## src/rtl/team_06_env_pkg.sv

```systemverilog
// Shared definitions for the envelope detector slice.
// Holds the peak-tracker state encoding, accumulator/period widths and the
// default tuning values used by team_06_env_detector.
package team_06_env_pkg;

  localparam int ENV_ACC_W        = 11;  // 7 integer + 4 fractional bits
  localparam int ENV_FRAC         = 4;
  localparam int PERIOD_W         = 12;
  localparam int ATTACK_SHIFT_DEF = 2;
  localparam int DECAY_SHIFT_DEF  = 5;
  localparam int HYST_DEF         = 4;

  typedef enum logic [1:0] {
    IDLE    = 2'd0,
    RISING  = 2'd1,
    FALLING = 2'd2
  } peak_state_e;

endpackage

```

## src/rtl/team_06_env_peak_fsm.sv

```systemverilog
// Envelope peak tracker and modulation-period counter.
// Ports:
//   clk, rst      - clock, asynchronous active-high reset
//   en            - block enable; low clears tracking state, holds period_out
//   env           - current 7-bit envelope value
//   env_upd       - strobe: env carries a freshly updated value
//   peak_pulse    - one-cycle pulse on each detected envelope maximum
//   period_out    - env_upd count between the last two peaks (saturating)
//   period_valid  - one-cycle pulse when period_out is reloaded
module team_06_env_peak_fsm
  import team_06_env_pkg::*;
#(
  parameter int HYST = HYST_DEF
) (
  input  logic                clk,
  input  logic                rst,
  input  logic                en,
  input  logic [6:0]          env,
  input  logic                env_upd,
  output logic                peak_pulse,
  output logic [PERIOD_W-1:0] period_out,
  output logic                period_valid
);

  localparam logic [PERIOD_W-1:0] CNT_MAX = '1;
  localparam logic [8:0]          HYST_V  = 9'(HYST);

  peak_state_e         state, state_nxt;
  logic [6:0]          env_max, env_max_nxt;
  logic [6:0]          env_min, env_min_nxt;
  logic [PERIOD_W-1:0] cnt, cnt_nxt, cnt_inc;
  logic [PERIOD_W-1:0] period_nxt;
  logic                seen, seen_nxt;
  logic                peak_nxt, pv_nxt;
  logic [8:0]          env_w, max_w, min_w;

  // Widened copies so the hysteresis sums cannot wrap.
  assign env_w = {2'b00, env};
  assign max_w = {2'b00, env_max};
  assign min_w = {2'b00, env_min};

  always_comb begin
    state_nxt   = state;
    env_max_nxt = env_max;
    env_min_nxt = env_min;
    cnt_nxt     = cnt;
    seen_nxt    = seen;
    period_nxt  = period_out;
    peak_nxt    = 1'b0;
    pv_nxt      = 1'b0;
    cnt_inc     = (cnt == CNT_MAX) ? cnt : cnt + 1'b1;

    if (env_upd) begin
      cnt_nxt = cnt_inc;
      case (state)
        IDLE: begin
          state_nxt   = RISING;
          env_max_nxt = env;
        end
        RISING: begin
          if (env > env_max) begin
            env_max_nxt = env;
          end else if (env_w + HYST_V < max_w) begin
            peak_nxt    = 1'b1;
            state_nxt   = FALLING;
            env_min_nxt = env;
          end
        end
        FALLING: begin
          if (env < env_min) begin
            env_min_nxt = env;
          end else if (env_w > min_w + HYST_V) begin
            state_nxt   = RISING;
            env_max_nxt = env;
          end
        end
        default: state_nxt = IDLE;
      endcase

      // The count already includes this update; the very first peak only
      // arms the period measurement.
      if (peak_nxt) begin
        if (seen) begin
          period_nxt = cnt_inc;
          pv_nxt     = 1'b1;
        end
        seen_nxt = 1'b1;
        cnt_nxt  = '0;
      end
    end
  end

  // ---- stage 2: tracker state and pulse outputs ----
  always_ff @(posedge clk or posedge rst) begin
    if (rst) begin
      state        <= IDLE;
      env_max      <= '0;
      env_min      <= '0;
      cnt          <= '0;
      seen         <= 1'b0;
      period_out   <= '0;
      peak_pulse   <= 1'b0;
      period_valid <= 1'b0;
    end else if (!en) begin
      state        <= IDLE;
      env_max      <= '0;
      env_min      <= '0;
      cnt          <= '0;
      seen         <= 1'b0;
      peak_pulse   <= 1'b0;
      period_valid <= 1'b0;
    end else begin
      state        <= state_nxt;
      env_max      <= env_max_nxt;
      env_min      <= env_min_nxt;
      cnt          <= cnt_nxt;
      seen         <= seen_nxt;
      period_out   <= period_nxt;
      peak_pulse   <= peak_nxt;
      period_valid <= pv_nxt;
    end
  end

endmodule

```

## src/rtl/team_06_env_detector.sv

```systemverilog
// Audio amplitude-envelope detector with peak and modulation-period output.
// Ports:
//   clk, rst      - clock, asynchronous active-high reset
//   en            - block enable; low clears the envelope and peak tracking
//   sample_valid  - one-cycle strobe qualifying audio_in
//   audio_in      - offset-binary sample, 128 = silence
//   env_out       - smoothed envelope 0..127, valid one cycle after a sample
//   peak_pulse    - one-cycle pulse per envelope maximum (2 cycles after sample)
//   period_out    - samples between the last two peaks, saturating at 4095
//   period_valid  - pulses with peak_pulse whenever period_out reloads
module team_06_env_detector
  import team_06_env_pkg::*;
#(
  parameter int ATTACK_SHIFT = ATTACK_SHIFT_DEF,
  parameter int DECAY_SHIFT  = DECAY_SHIFT_DEF,
  parameter int HYST         = HYST_DEF
) (
  input  logic                clk,
  input  logic                rst,
  input  logic                en,
  input  logic                sample_valid,
  input  logic [7:0]          audio_in,
  output logic [7:0]          env_out,
  output logic                peak_pulse,
  output logic [PERIOD_W-1:0] period_out,
  output logic                period_valid
);

  // Offset-binary magnitude: above mid-scale the low bits are the distance
  // from 128; below it the inverted low bits equal 127 - sample.
  function automatic logic [6:0] magnitude(input logic [7:0] s);
    return s[7] ? s[6:0] : ~s[6:0];
  endfunction

  // Asymmetric one-pole smoother; step is at least one LSB and never
  // exceeds the gap, so the accumulator cannot overshoot or wrap.
  function automatic logic [ENV_ACC_W-1:0] smooth(input logic [ENV_ACC_W-1:0] acc,
                                                  input logic [ENV_ACC_W-1:0] tgt);
    logic [ENV_ACC_W-1:0] diff;
    logic [ENV_ACC_W-1:0] step;
    if (tgt > acc) begin
      diff = tgt - acc;
      step = diff >> ATTACK_SHIFT;
      if (step == '0) step = ENV_ACC_W'(1);
      return acc + step;
    end else if (tgt < acc) begin
      diff = acc - tgt;
      step = diff >> DECAY_SHIFT;
      if (step == '0) step = ENV_ACC_W'(1);
      return acc - step;
    end
    return acc;
  endfunction

  logic [ENV_ACC_W-1:0] mag_ext_p0;
  logic [ENV_ACC_W-1:0] env_acc_p1;
  logic                 vld_p1;

  assign mag_ext_p0 = {magnitude(audio_in), {ENV_FRAC{1'b0}}};

  // ---- stage 1: envelope accumulator and update strobe ----
  always_ff @(posedge clk or posedge rst) begin
    if (rst) begin
      env_acc_p1 <= '0;
      vld_p1     <= 1'b0;
    end else if (!en) begin
      env_acc_p1 <= '0;
      vld_p1     <= 1'b0;
    end else begin
      vld_p1 <= sample_valid;
      if (sample_valid) env_acc_p1 <= smooth(env_acc_p1, mag_ext_p0);
    end
  end

  assign env_out = {1'b0, env_acc_p1[ENV_ACC_W-1:ENV_FRAC]};

  // ---- stage 2: peak tracking on the updated envelope ----
  team_06_env_peak_fsm #(
    .HYST(HYST)
  ) u_peak (
    .clk          (clk),
    .rst          (rst),
    .en           (en),
    .env          (env_out[6:0]),
    .env_upd      (vld_p1),
    .peak_pulse   (peak_pulse),
    .period_out   (period_out),
    .period_valid (period_valid)
  );

endmodule
```

## config.mk

```make
export PLATFORM = sky130hd
export DESIGN_NAME = team_06_env_detector
export DESIGN_NICKNAME = d
export VERILOG_FILES = /design/src/rtl/team_06_env_pkg.sv /design/src/rtl/team_06_env_peak_fsm.sv /design/src/rtl/team_06_env_detector.sv
export SDC_FILE = /design/constraint.sdc
export NUM_CORES = 1
export LEC_CHECK = 0
export CELL_PAD_IN_SITES_DETAIL_PLACEMENT = 2
export CELL_PAD_IN_SITES_GLOBAL_PLACEMENT = 2
export CORE_MARGIN = 5
export CORE_UTILIZATION = 35
export CTS_BUF_LIST = sky130_fd_sc_hd__clkbuf_4
export DETAILED_ROUTE_END_ITERATION = 7
export PLACE_DENSITY = 0.84
export SYNTH_ARGS = -nofsm -noshare
export SYNTH_HDL_FRONTEND = slang
export SYNTH_SLANG_ARGS = --single-unit
```

## constraint.sdc

```tcl
create_clock -name clk -period 4.9 [get_ports clk]
set_input_delay 0.98 -clock clk [delete_from_list [all_inputs] [get_ports clk]]
set_output_delay 0.98 -clock clk [all_outputs]
set_load 0.02 [all_outputs]
```

Yosys cells after proc, flatten, opt, wreduce, memory -nomap -nowiden
Cells that the tools add are included.
- bits in registers: 55
- output and inout port bits: 22
- word-level logic and storage cells: 104
- input bits: 12
- reductions and logical operators: 9
- add/subtract/negate cells: 7
- bitwise gates (word level): 1
- eq/ne operators: 15
- muxes and demuxes: 56
- $lt $le $gt $ge: 6
- operator list (operator ; number):
    $mux W11 ; 12
    $mux W7 ; 11
    $mux W12 ; 4
    $sub A11 B11 Y11 ; 3
    $logic_not A11 Y1 ; 2
    $pmux W7 S3 ; 1
    $mux W1 ; 18
    $add A7 B3 Y8 const B ; 2
    $reduce_and A5 Y1 ; 3
    $pmux W7 S2 ; 1
    $add A12 B1 Y12 const B ; 1
    $eq A12 B12 Y1 const B ; 1
    $mux W2 ; 6
    $ne A3 B2 Y1 const B ; 4
    $add A11 B11 Y11 ; 1
    $gt A11 B11 Y1 ; 1
    $lt A11 B11 Y1 ; 1
    $gt A7 B9 Y1 ; 1
    $lt A9 B7 Y1 ; 1
    $mux W9 ; 1
    $ne A2 B1 Y1 const B ; 4
    $gt A7 B7 Y1 ; 1
    $lt A7 B7 Y1 ; 1
    $not A7 Y7 ; 1
    other kinds (10) ; 12

Depth between registers and ports, before layout
Gate-level depths: netlist of the first run.
- depth after elaboration: 15
- depth in mapped cells: 23
- gate-level depth less buffers: 21

Modules after synthesis
Synthesis of the first run repeated with hierarchy kept, for this count alone.
- cells, all modules: 562
- area total of the unflattened synthesis: 5027.3 um^2
- by module, submodules not included (module ; cells an instance ; instances ; area an instance (um^2) ; seq. area each (um^2)):
    team_06_env_peak_fsm ; 287 ; 1 ; 2899.0 ; 1076.0
    team_06_env_detector ; 275 ; 1 ; 2128.3 ; 300.3

Least setup slack after synthesis of the first run
No wires, ideal clock.
- path kind: input to register
- start: input audio_in[7]
- end: register env_acc_p1[10]
- setup time: 0.073 ns
- cell stages on the path: 22
- required time: 4.827 ns
- setup slack: -0.815 ns
- path buffers: 1
- arrival time: 5.642 ns
- cell sequence: clkbuf_1 -> xnor2_1 -> ha_1 -> and2_1 -> a311o_1 -> or3_4 -> a32oi_4 -> a21oi_1 -> ha_1 -> xnor2_1 -> xnor2_1 -> nor2_1 -> a21oi_1 -> ha_1 -> nor2b_1 -> o21ai_0 -> a21oi_1 -> o41ai_1 -> o21ai_0 -> nor4bb_1 -> or3_1 -> a21oi_2
- cells in the longest elaborated chain, start to end: 14
- elaborated cells on any way between the ends: 29
- those cells by class: add/sub: 4; order compare: 2; eq/ne: 1; mux: 19; reduce/logical: 3
- RTL lines (element ; RTL line ; source):
    start, declared ; team_06_env_detector.sv:22 ; input logic [7:0] audio_in,
    $mux W7 * ; team_06_env_detector.sv:32 ; return s[7] ? s[6:0] : ~s[6:0];
    $sub A11 B11 Y11 ; team_06_env_detector.sv:47 ; diff = acc - tgt;
    $logic_not A11 Y1 ; team_06_env_detector.sv:49 ; if (step == '0) step = ENV_ACC_W'(1);
    $mux W6 ; team_06_env_detector.sv:49 ;
    $mux W11 ; team_06_env_detector.sv:46 ; end else if (tgt < acc) begin
    $mux W11 ; team_06_env_detector.sv:41 ; if (tgt > acc) begin
    $mux W11 ; team_06_env_detector.sv:71 ; if (sample_valid) env_acc_p1 <= smooth(env_acc_p1, mag_ext_p0);
    $mux W11 ; team_06_env_detector.sv:66 ; end else if (!en) begin
    $sub A11 B11 Y11 ; team_06_env_detector.sv:50 ; return acc - step;
    $mux W11 ; team_06_env_detector.sv:46 ;
    $mux W11 ; team_06_env_detector.sv:41 ;
    $mux W11 ; team_06_env_detector.sv:52 ; return acc;
    $mux W11 ; team_06_env_detector.sv:71 ;
    $mux W11 ; team_06_env_detector.sv:66 ;
    end signal, assigned ; team_06_env_detector.sv:71 ;
    end, declared ; team_06_env_detector.sv:56 ; logic [ENV_ACC_W-1:0] env_acc_p1;
Mark *: on every way between the ends. The rest lies on a longest branch, timed or not. The select of a mux whose other input is x is not followed.
A chain may end at the register's enable or synchronous reset.

Worst setup path in the final report of the first run
- start: input audio_in[0]
- end: register env_acc_p1[10]
- cells in the longest elaborated chain, start to end: 15
- elaborated cells on any way between the ends: 30
- those cells by class: add/sub: 4; order compare: 2; eq/ne: 1; mux: 19; bitwise: 1; reduce/logical: 3
- RTL lines (element ; RTL line):
    $not A7 Y7 ; team_06_env_detector.sv:32
    $mux W7 * ; team_06_env_detector.sv:32
    $sub A11 B11 Y11 ; team_06_env_detector.sv:47
    $logic_not A11 Y1 ; team_06_env_detector.sv:49
    $mux W6 ; team_06_env_detector.sv:49
    $mux W11 ; team_06_env_detector.sv:46
    $mux W11 ; team_06_env_detector.sv:41
    $mux W11 ; team_06_env_detector.sv:71
    $mux W11 ; team_06_env_detector.sv:66
    $sub A11 B11 Y11 ; team_06_env_detector.sv:50
    $mux W11 ; team_06_env_detector.sv:46
    $mux W11 ; team_06_env_detector.sv:41
    $mux W11 ; team_06_env_detector.sv:52
    $mux W11 ; team_06_env_detector.sv:71
    $mux W11 ; team_06_env_detector.sv:66
Marked as above.

==> results of run 1 <==
==> power by group <==
part / total, mW / internal (mW) / switching (mW) / leakage (nW)
Combinational: 3.31 / 1.53 / 1.78 / 2.14
Sequential: 0.606 / 0.531 / 0.0750 / 0.738
Clock: 0.224 / 0.0554 / 0.168 / 0.0288
==> layout by cell type, fill, tap and decap left out, drive strengths merged, types with 3 or more instances in the layout <==
| cell type | n |
|---|---|
| nor2 | 40 |
| nand2b | 8 |
| and2 | 8 |
| a22o | 11 |
| clkdlybuf4s50 | 25 |
| xnor2 | 29 |
| nor3 | 14 |
| mux2 | 10 |
| o31a | 3 |
| o21ai | 38 |
| or3 | 6 |
| mux2i | 17 |
| o211ai | 5 |
| nor3b | 3 |
| a21oi | 35 |
| a21boi | 3 |
| buf | 94 |
| inv | 49 |
| a21o | 9 |
| nand4 | 5 |
| o21a | 4 |
| ha | 54 |
| and3 | 7 |
| nand3 | 14 |
| nand2 | 33 |
| nor2b | 6 |
| nand3b | 3 |
| xor2 | 11 |
| dlygate4sd2 | 4 |
| dfrtp | 55 |
| a31oi | 4 |
| clkbuf | 6 |
==> registers in the layout, summed over array words and instances, names as in the netlist <==
name and count:
u_peak.period_out 12, u_peak.seen 1, u_peak.cnt 12, u_peak.env_max 7, u_peak.period_valid 1, u_peak.peak_pulse 1
vld_p1 1, u_peak.env_min 7, u_peak.state 2, env_acc_p1 11
==> cells in the mapped netlist, types with 10 or more instances <==
library cell / n
nor2_1: 40
xor2_1: 11
mux2i_1: 17
xnor2_1: 29
inv_1: 48
a22o_1: 11
ha_1: 54
mux2_2: 10
o21ai_0: 35
nand2_1: 33
dfrtp_1: 55
clkbuf_1: 14
nand3_1: 14
a21oi_1: 33
nor3_1: 14
==> through the flow <==
| stage | power, mW | worst slack, ns |
|---|---|---|
| CTS | 3.81 | 0.000598 |
| finish | 4.14 | -0.191 |
| global placement | 3.08 | -0.800 |
| global route | 4.44 | -0.336 |
| floorplan | 2.30 | -0.272 |
| detailed placement | 3.27 | -1.13 |
==> worst max-delay path: stages <==
cell and delay, ns:
dlygate4sd2_1 0.26, xnor2_2 0.17, ha_2 0.24, fa_2 0.24
inv_1 0.07, a21o_1 0.19, a21oi_2 0.23, xnor2_1 0.19
or3_1 0.39, o311a_1 0.33, a21oi_2 0.14, ha_2 0.22
fa_2 0.25, nor2b_4 0.06, o21ai_2 0.17, a21oi_2 0.11
o41ai_4 0.39, o21ai_2 0.12, nor4bb_4 0.18, or3_1 0.39
a21oi_2 0.14
==> layer usage <==
layer / vias up / global-route usage
li1: 2126 / -
met1: 2354 / 0.257
met2: 99 / 0.431
met3: 50 / 0.0269
met4: 0 / 0.0845
met5: - / 0
==> logic make-up (layout without fill, tap and decap cells) <==
| family | count (synthesis) | count (layout) | share of synthesized area |
|---|---|---|---|
| and+or+nand+nor | 155 | 155 | 0.169 |
| AOI/OAI and AO/OA | 135 | 135 | 0.192 |
| buffers and inverters | 74 | 181 | 0.0657 |
| adders and majority gates | 56 | 56 | 0.150 |
| DFF | 55 | 55 | 0.289 |
| xor gates and xnor gates | 40 | 40 | 0.0736 |
| muxes | 27 | 27 | 0.0594 |
| other | 1 | 1 | 0.000788 |
==> how the worst max path moves through the flow <==
| stage | from | endpoint | slack, ns | cells after the start |
|---|---|---|---|---|
| 2_1_floorplan | audio_in[7] | env_acc_p1[10] | -0.27 | 22 |
| 5_1_grt | audio_in[3] | env_acc_p1[10] | -0.34 | 24 |
| 6_report | audio_in[0] | env_acc_p1[10] | -0.19 | 21 |
| 4_1_cts | audio_in[7] | env_acc_p1[10] | 0.0006 | 23 |
| 3_3_place_gp | audio_in[7] | env_acc_p1[10] | -0.80 | 23 |
| 3_5_place_dp | audio_in[7] | env_acc_p1[10] | -1.13 | 23 |
==> layout make-up <==
type / count / area (µm²) / area share
tap: 176 / 220 / 0.0348
multi-input combinational: 414 / 3440 / 0.544
sequential: 55 / 1380 / 0.218
inverter: 49 / 186 / 0.0295
timing repair buffer: 124 / 1050 / 0.166
clock buffer: 5 / 37.5 / 0.00593
clock inverter: 3 / 20.0 / 0.00316
==> repair_timing <==
item	CTS	global route
hold buffers	0	0
buffers inserted	22	4
pin swaps	32	24
endpoints found under the setup margin	5	7
resized for setup	51	34
==> flow_summary_export.csv, run 1 <==
group,metric,value,unit
logic_synthesis,yosysTopAreaCell,"dfrtp_1",
detailed_routing,top_layer,"met4",
critical_path,critPathCaptureType,"register",
logic_synthesis,synth.area.top_cells,"dfrtp_1 (29%), ha_1 (14%), xnor2_1 (5.3%)",
placed_design,portBuffers,32,
timing,tightestPinTransition,0.812,ns
hold_path,hold_path.class,"reg -> reg",
placed_design,dpl_cell_area,5770,µm²
clocking,path_clk_slew,0.18,ns
global_routing,grt_pass1_wl,29100,µm
logic_synthesis,ys_warn_count,0,
timing,timing.hold.ws,0.535,ns
timing,setup-tns-final,-0.294,ns
logic_synthesis,synth_cell_types,68,
floorplan,start_util,0.358,
logic_synthesis,ys_ff_latch,55,
layout,nets,717,
floorplan,core,13300,µm²
timing,fin_ws,-0.191,ns
critical_path,crit_fanout,2,
detailed_routing,routed_wirelength,18900,µm
hold_path,worstHoldEndpoint,"u_peak.period_out[10]",
detailed_routing,wl_per_cell,22.9,µm
detailed_routing,drtIter0Drc,123,
layout,diodes,0,
global_routing,grt_max_degree,34,
clocking,clockBufferDepth,2,
floorplan,ioPinCount,34,
layout,fillers,1446,
global_routing,gr-usage-all-layers,0.227,
logic_synthesis,synthCells,543,
timing,max_clock_freq,196,MHz
layout,finish.utilization,0.476,
detailed_routing,via_per_inst,5.60,
clocking,htree_levels,2,
detailed_routing,wl_met2,10100,µm
placed_design,dp_hpwl,12500,µm
floorplan,die_x,127,µm
placed_design,place.gp.congestion,0.906,
logic_synthesis,syn_nets,611,
timing,finalCriticalPeriod,5.09,ns
status,status,"finished with violations",
clocking,clkSinkCount,55,
floorplan,die_y,127,µm
floorplan,die_area,16000,µm²
timing,setup_viol,5,
detailed_routing,drc_errors,0,
clocking,tritoncts,"built",
power,p_leak,2.91,nW
logic_synthesis,synth_seq_area_share,0.289,
run,maxCapViolCount,0,
hold_path,whs_path_depth,2,
critical_path,worstRegToRegCells,20,
layout,drive_above_1_share,0.268,
timing,slew_violations,0,
placed_design,dp_cells,795,
timing,finalHoldViolCount,0,
critical_path,r2r_setup_slack,0.08,ns
timing,relSlewSlack,0.457,
logic_synthesis,synth_edf_count,0,
layout,instances_no_fill,826,
critical_path,cp.arrival,5.46,ns
clocking,clkLatencyLatePin,0.43,ns
timing,fin_skew,0.0219,ns
critical_path,critPathRequiredTime,5.27,ns
layout,stdcell_area,6330,µm²
logic_synthesis,avgSynthCellArea,8.77,µm²
hold_path,hold_start,"u_peak.period_out[10]",
logic_synthesis,async_reset_ff_frac,1.00,
floorplan,row_count,42,
logic_synthesis,netlist.area_leader.share,0.289,
critical_path,reg2reg_to,"env_acc_p1[10]",
status,violations,"setup timing",
global_routing,grt_pass1_vias,5319,
logic_synthesis,ys_dominant_reg_cell,"dfrtp_1",
power,worst_ir_drop_vdd,0.569,mV
logic_synthesis,syn_area,4760,µm²
detailed_routing,wl_met3,471,µm
detailed_routing,antenna_left,0,
critical_path,r2r_start,"env_acc_p1[4]",
critical_path,worst-setup-path-type,"in -> reg",
detailed_routing,vias,4629,
clocking,root_buffer,"clkbuf_4",
timing,finalCritPeriodShare,1.04,
timing,rsz0062_at_grt,"true",
global_routing,antenna_found_initial,0,
detailed_routing,firstDrtPassIters,4,
power,powerDensity,654,nW/µm²
layout,syn_to_final_growth,32.9,%
clocking,numCtsBuffers,5,
detailed_routing,met1Wirelength,7480,µm
global_routing,grt_overflow,0,
critical_path,start_kind,"input port",
(Power assumes the default switching activity.)
==> inputs of run 2 (changes only) <==
Settings changed: ABC_CLOCK_PERIOD_IN_PS from default to 4900, SETUP_SLACK_MARGIN from default to 0.5.
==> flow_summary_export.csv, run 2 (synthesis results as in run 1) <==
group,metric,value,unit
placed_design,place.gp.congestion,0.810,
layout,drive_above_1_share,0.298,
timing,max_clock_freq,185,MHz
timing,fin_ws,-0.494,ns
global_routing,grt_pass1_wl,32400,µm
critical_path,crit_fanout,4,
floorplan,core,13300,µm²
placed_design,dp_cells,796,
detailed_routing,routed_wirelength,22100,µm
global_routing,grt_overflow,0,
critical_path,slowest_delay,0.43,ns
critical_path,worst-path-buf-inv,2,
placed_design,portBuffers,32,
detailed_routing,firstDrtPassIters,6,
layout,final_cell_mix,"buf_4 (89), dfrtp_1 (55), inv_1 (47), ha_1 (44), nor2_1 (36)",
timing,rsz0062_at_grt,"true",
timing,slew_violations,0,
global_routing,grt_pass1_vias,5538,
floorplan,die_y,127,µm
critical_path,cp.arrival,5.78,ns
layout,final_common_cell,"buf_4",
critical_path,crit_slowest_cell,"a2111oi_4",
critical_path,worst-setup-path-type,"in -> reg",
layout,nets,728,
clocking,tritoncts,"built",
critical_path,cp.depth,23,
power,powerDensity,746,nW/µm²
layout,stdcell_area,6580,µm²
global_routing,antenna_found_initial,1,
placed_design,dp_hpwl,13200,µm
timing,fin_skew,0.0248,ns
clocking,root_buffer,"clkbuf_4",
floorplan,die_area,16000,µm²
hold_path,hold_path.class,"reg -> reg",
critical_path,critPathTopFamily,"compound AO/OA/AOI/OAI gates",
power,worst_ir_drop_vdd,0.351,mV
hold_path,whs_path_depth,1,
layout,instances_no_fill,838,
placed_design,dpl_cell_area,5790,µm²
layout,largest_registers,"u_peak.cnt: 12 flops, u_peak.period_out: 12 flops, env_acc_p1: 11 flops",
status,violations,"setup timing",
critical_path,critPathRequiredTime,5.28,ns
detailed_routing,vias,4852,
floorplan,ioPinCount,34,
critical_path,critPathCaptureType,"register",
timing,setup-tns-final,-1.49,ns
detailed_routing,antenna_left,0,
timing,finalHoldViolCount,0,
clocking,clockBufferDepth,2,
clocking,path_clk_slew,0.19,ns
layout,finish.utilization,0.495,
power,p_leak,3.02,nW
floorplan,die_x,127,µm
layout,syn_to_final_growth,38.2,%
timing,relSlewSlack,0.444,
status,status,"finished with violations",
clocking,clkSinkCount,55,
timing,finalCritPeriodShare,1.10,
critical_path,cp_cell_sequence,"dlygate4sd2_1 > xnor2_2 > ha_4 > o21a_1 > a2111oi_4 > o21ai_4 > a32oi_4 > a21oi_4 > ha_4 > xnor2_2 > xnor2_1 > nor2_1 > a21oi_1 > ha_1 > nor2b_4 > o21ai_2 > a21oi_2 > o41ai_4 > buf_4 > o21ai_4 > nor4bb_4 > or3_1 > a21oi_2",
timing,tightestPinTransition,0.821,ns
clocking,htree_levels,2,
clocking,clkLatencyLatePin,0.45,ns
timing,finalCriticalPeriod,5.39,ns
global_routing,grt_max_degree,35,
detailed_routing,wl_per_cell,26.3,µm
timing,setup_viol,6,
clocking,ctsHoldBuffers,0,
global_routing,gr-usage-all-layers,0.260,
run,maxCapViolCount,0,
floorplan,row_count,42,
detailed_routing,drtIter0Drc,241,
critical_path,start_kind,"input port",
floorplan,start_util,0.358,
detailed_routing,via_per_inst,5.79,
critical_path,worstRegToRegCells,22,
detailed_routing,drc_errors,0,
clocking,numCtsBuffers,5,
## run 2: cell type report
class / count / area, µm²
clock inverters: 3 / 46.3
well taps: 176 / 220
multi-input cells: 414 / 3560
diodes: 1 / 2.50
clock buffers: 5 / 37.5
inverters: 49 / 186
fillers: 1399 / 6720
flip-flops and latches: 55 / 1380
repair buffers: 135 / 1150
## run 2: report_power, final
part	internal [mW]	leakage [nW]	switching, mW
sequential	0.531	0.738	0.0818
clock	0.109	0.0418	0.180
combinational	1.81	2.24	2.19
total	2.45	3.02	2.45
## run 2: worst paths after layout
kind	startpoint	endpoint	slack, ns
min in group asynchronous	rst	u_peak.period_out[3]	0.84
min reg2reg	u_peak.period_out[7]	u_peak.period_out[7]	0.53
max reg2reg	env_acc_p1[1]	env_acc_p1[10]	-0.21
max	audio_in[3]	env_acc_p1[10]	-0.49
min	u_peak.period_out[7]	u_peak.period_out[7]	0.53
max in group asynchronous	rst	env_acc_p1[8]	3.16
## run 2: layer usage
metal  up-vias  part of all wire  global-route usage
met5         -                 0                   0
met4         0             0.057               0.125
met3        81             0.027              0.0433
met2       148              0.55               0.504
met1      2475              0.37               0.268
li1       2148                 -                   -
## run 2: what timing repair did
action	CTS	global route
buffers inserted	24	9
pin swaps	43	17
setup endpoints to repair	10	8
resized for setup	75	24
cloned	0	0
endpoints found under the hold margin	0	0
## run 2: through the flow
stage / worst slack [ns] / hold slack, ns / total power, mW
after global placement: -0.771 / 0.474 / 3.12
after detailed placement: -1.15 / 0.491 / 3.37
final: -0.494 / 0.532 / 4.90
after global routing: -0.616 / 0.559 / 5.15
after CTS: -0.0148 / 0.534 / 4.17
after floorplan: -0.248 / 0.462 / 2.32
==> inputs of run 3 (changes only) <==
Settings changed: ABC_AREA from default to 1, CELL_PAD_IN_SITES_DETAIL_PLACEMENT 2 to default, CELL_PAD_IN_SITES_GLOBAL_PLACEMENT 2 to default, PLACE_DENSITY 0.84 to 0.58.
==> flow_summary_export.csv, run 3 <==
group,metric,value,unit
power,p_switching,1.90,mW
placed_design,dp_cells,889,
global_routing,grt_max_degree,38,
layout,final_common_cell,"nand2_1",
detailed_routing,vias,4461,
timing,finalCriticalPeriod,4.27,ns
detailed_routing,routed_wirelength,12500,µm
logic_synthesis,ys_warn_count,0,
power,powerDensity,616,nW/µm²
logic_synthesis,synth.most_common_cell,"nand2_1",
placed_design,portBuffers,32,
power,clock_power_share,0.059,
clocking,clkSinkCount,55,
layout,finish.utilization,0.467,
clocking,root_buffer,"clkbuf_4",
logic_synthesis,synth_cell_types,43,
logic_synthesis,ys_top_cells_by_count,"nand2_1 (170), inv_1 (89), dfrtp_1 (55), ha_1 (54), nand3_1 (44)",
detailed_routing,wl_per_cell,13.6,µm
logic_synthesis,synth.area.top_cells,"dfrtp_1 (29%), ha_1 (14%), nand2_1 (14%)",
floorplan,die_y,126,µm
logic_synthesis,yosysTopAreaCell,"dfrtp_1",
critical_path,worst-setup-path-type,"in -> reg",
timing,finalHoldViolCount,0,
detailed_routing,drtIter0Drc,273,
global_routing,grt_pass1_wl,20700,µm
floorplan,die_x,126,µm
clocking,tritoncts,"built",
timing,setup_viol,0,
timing,max_clock_freq,234,MHz
global_routing,grt_overflow,0,
placed_design,dpl_cell_area,5630,µm²
timing,slew_violations,0,
critical_path,critical_path.startpoint,"audio_in[7]",
floorplan,start_util,0.356,
critical_path,start_kind,"input port",
floorplan,core,13200,µm²
clocking,clkLatencyLatePin,0.41,ns
layout,largest_registers,"u_peak.cnt: 12 flops, u_peak.period_out: 12 flops, env_acc_p1: 11 flops",
floorplan,ioPinCount,34,
logic_synthesis,synth_seq_area_share,0.292,
critical_path,cp.arrival,4.60,ns
logic_synthesis,synthCells,647,
logic_synthesis,netlist.area_leader.share,0.292,
timing,relSlewSlack,0.466,
layout,diodes,0,
clocking,htree_levels,2,
timing,finalCritPeriodShare,0.872,
layout,instances_no_fill,915,
placed_design,dp_worst_setup_slack,-0.337,ns
logic_synthesis,synth_edf_count,0,
layout,register_area,1380,µm²
hold_path,hold_path.class,"reg -> reg",
run,maxCapViolCount,0,
clocking,ctsHoldBuffers,0,
layout,stdcell_area,6180,µm²
critical_path,r2r_start,"env_acc_p1[4]",
logic_synthesis,ys_ff_latch,55,
critical_path,worstRegToRegCells,22,
timing,fin_ws,0.626,ns
logic_synthesis,async_reset_ff_frac,1.00,
critical_path,crit_path_end,"env_acc_p1[9]",
critical_path,critPathCaptureType,"register",
detailed_routing,via_per_inst,4.88,
critical_path,reg2reg_to,"env_acc_p1[8]",
power,power.share.switching,0.497,
power,p_leak,3.07,nW
logic_synthesis,syn_nets,715,
critical_path,slowest_delay,0.33,ns
status,status,"completed",
clocking,path_clk_slew,0.17,ns
layout,drive_above_1_share,0.252,
global_routing,gr-usage-all-layers,0.155,
detailed_routing,firstDrtPassIters,5,
power,power.share.sequential,0.164,
logic_synthesis,syn_area,4710,µm²
critical_path,cpMostUsedCell,"nand2_2",
power,worst_ir_drop_vdd,0.497,mV
clocking,clockBufferDepth,2,
floorplan,row_count,42,
logic_synthesis,avgSynthCellArea,7.29,µm²
placed_design,place.gp.congestion,0.881,
layout,fillers,1295,
critical_path,crit_fanout,7,
floorplan,die_area,15900,µm²
power,comb_power_share,0.777,
layout,syn_to_final_growth,31.1,%
layout,nets,806,
placed_design,dp_hpwl,9380,µm
clocking,numCtsBuffers,5,
timing,tightestPinTransition,0.800,ns
detailed_routing,drc_errors,0,
power,p_int,1.91,mW
timing,setup-tns-final,0,ns
critical_path,critPathRequiredTime,5.23,ns
global_routing,grt_pass1_vias,4423,
critical_path,r2r_setup_slack,0.94,ns
logic_synthesis,ys_dominant_reg_cell,"dfrtp_1",
critical_path,crit_slowest_cell,"ha_4",
layout,multi_input_area,3300,µm²
detailed_routing,antenna_left,0,
timing,fin_skew,0.0286,ns
layout,final_cell_mix,"nand2_1 (151), inv_1 (78), buf_4 (72), dfrtp_1 (55), ha_1 (43)",
global_routing,antenna_found_initial,0,
timing,rsz0062_at_grt,"true",
run 3: worst min path at each step:
| stage | endpoint | slack, ns | cells after the start | from |
|---|---|---|---|---|
| 6_report | u_peak.env_max[5] | 0.50 | 2 | u_peak.env_max[5] |
| 3_3_place_gp | u_peak.env_max[4] | 0.46 | 2 | u_peak.env_max[4] |
| 3_5_place_dp | u_peak.env_max[5] | 0.46 | 2 | u_peak.env_max[5] |
| 4_1_cts | u_peak.env_max[5] | 0.50 | 2 | u_peak.env_max[5] |
| 2_1_floorplan | u_peak.env_max[1] | 0.44 | 2 | u_peak.env_max[1] |
| 5_1_grt | u_peak.period_out[9] | 0.53 | 2 | u_peak.period_out[9] |
run 3: power by group through the flow:
| stage | clock (mW) | sequential, mW | combinational [mW] |
|---|---|---|---|
| after global placement | 0 | 0.629 | 2.48 |
| after detailed placement | 0 | 0.633 | 2.52 |
| after floorplan | 0 | 0.632 | 1.71 |
| after global routing | 0.256 | 0.636 | 3.33 |
| after CTS | 0.238 | 0.624 | 2.64 |
| final | 0.224 | 0.624 | 2.96 |
run 3: final cells by class:
type,count,area share
Multi-Input combinational cell,480,0.534
Sequential cell,55,0.223
Timing Repair Buffer,105,0.141
Inverter,91,0.0557
Tap cell,176,0.0356
Clock buffer,5,0.00607
Clock inverter,3,0.00445
run 3: cell families after synthesis:
| logic type | synth area share |
|---|---|
| XOR/XNOR | 0.0539 |
| other | 0.000795 |
| buffers and inverters | 0.101 |
| AND/OR/NAND/NOR | 0.278 |
| flip-flops | 0.292 |
| adder cells (fa/ha/maj) | 0.152 |
| AO/OA/AOI/OAI | 0.123 |
run 3: routing by layer:
layer | vias up | wire length (µm) | global-route usage
li1 | 2282 | - | -
met3 | 28 | 284 | 0.0224
met1 | 2081 | 5730 | 0.198
met2 | 70 | 6030 | 0.265
met4 | 0 | 418 | 0.0555
met5 | - | 0 | 0
run 3: per-stage QoR:
stage	hold WS [ns]	power, mW
3_5_place_dp	0.463	3.15
6_report	0.498	3.81
3_3_place_gp	0.460	3.11
5_1_grt	0.532	4.22
4_1_cts	0.502	3.50
2_1_floorplan	0.442	2.34
run 3: critical path: cells and delay by family:
kind | cells | cell delay [ns]
and+or+nand+nor | 15 | 1.30
AOI/OAI and AO/OA | 6 | 0.76
adders and majority gates | 3 | 0.69
buffers and inverters | 8 | 0.67
xor gates and xnor gates | 1 | 0.16
run 3: repair_timing:
item,in CTS,in global routing
gates resized for setup,23,68
pin swaps,16,44
setup buffers,10,8
setup endpoints to repair,8,8
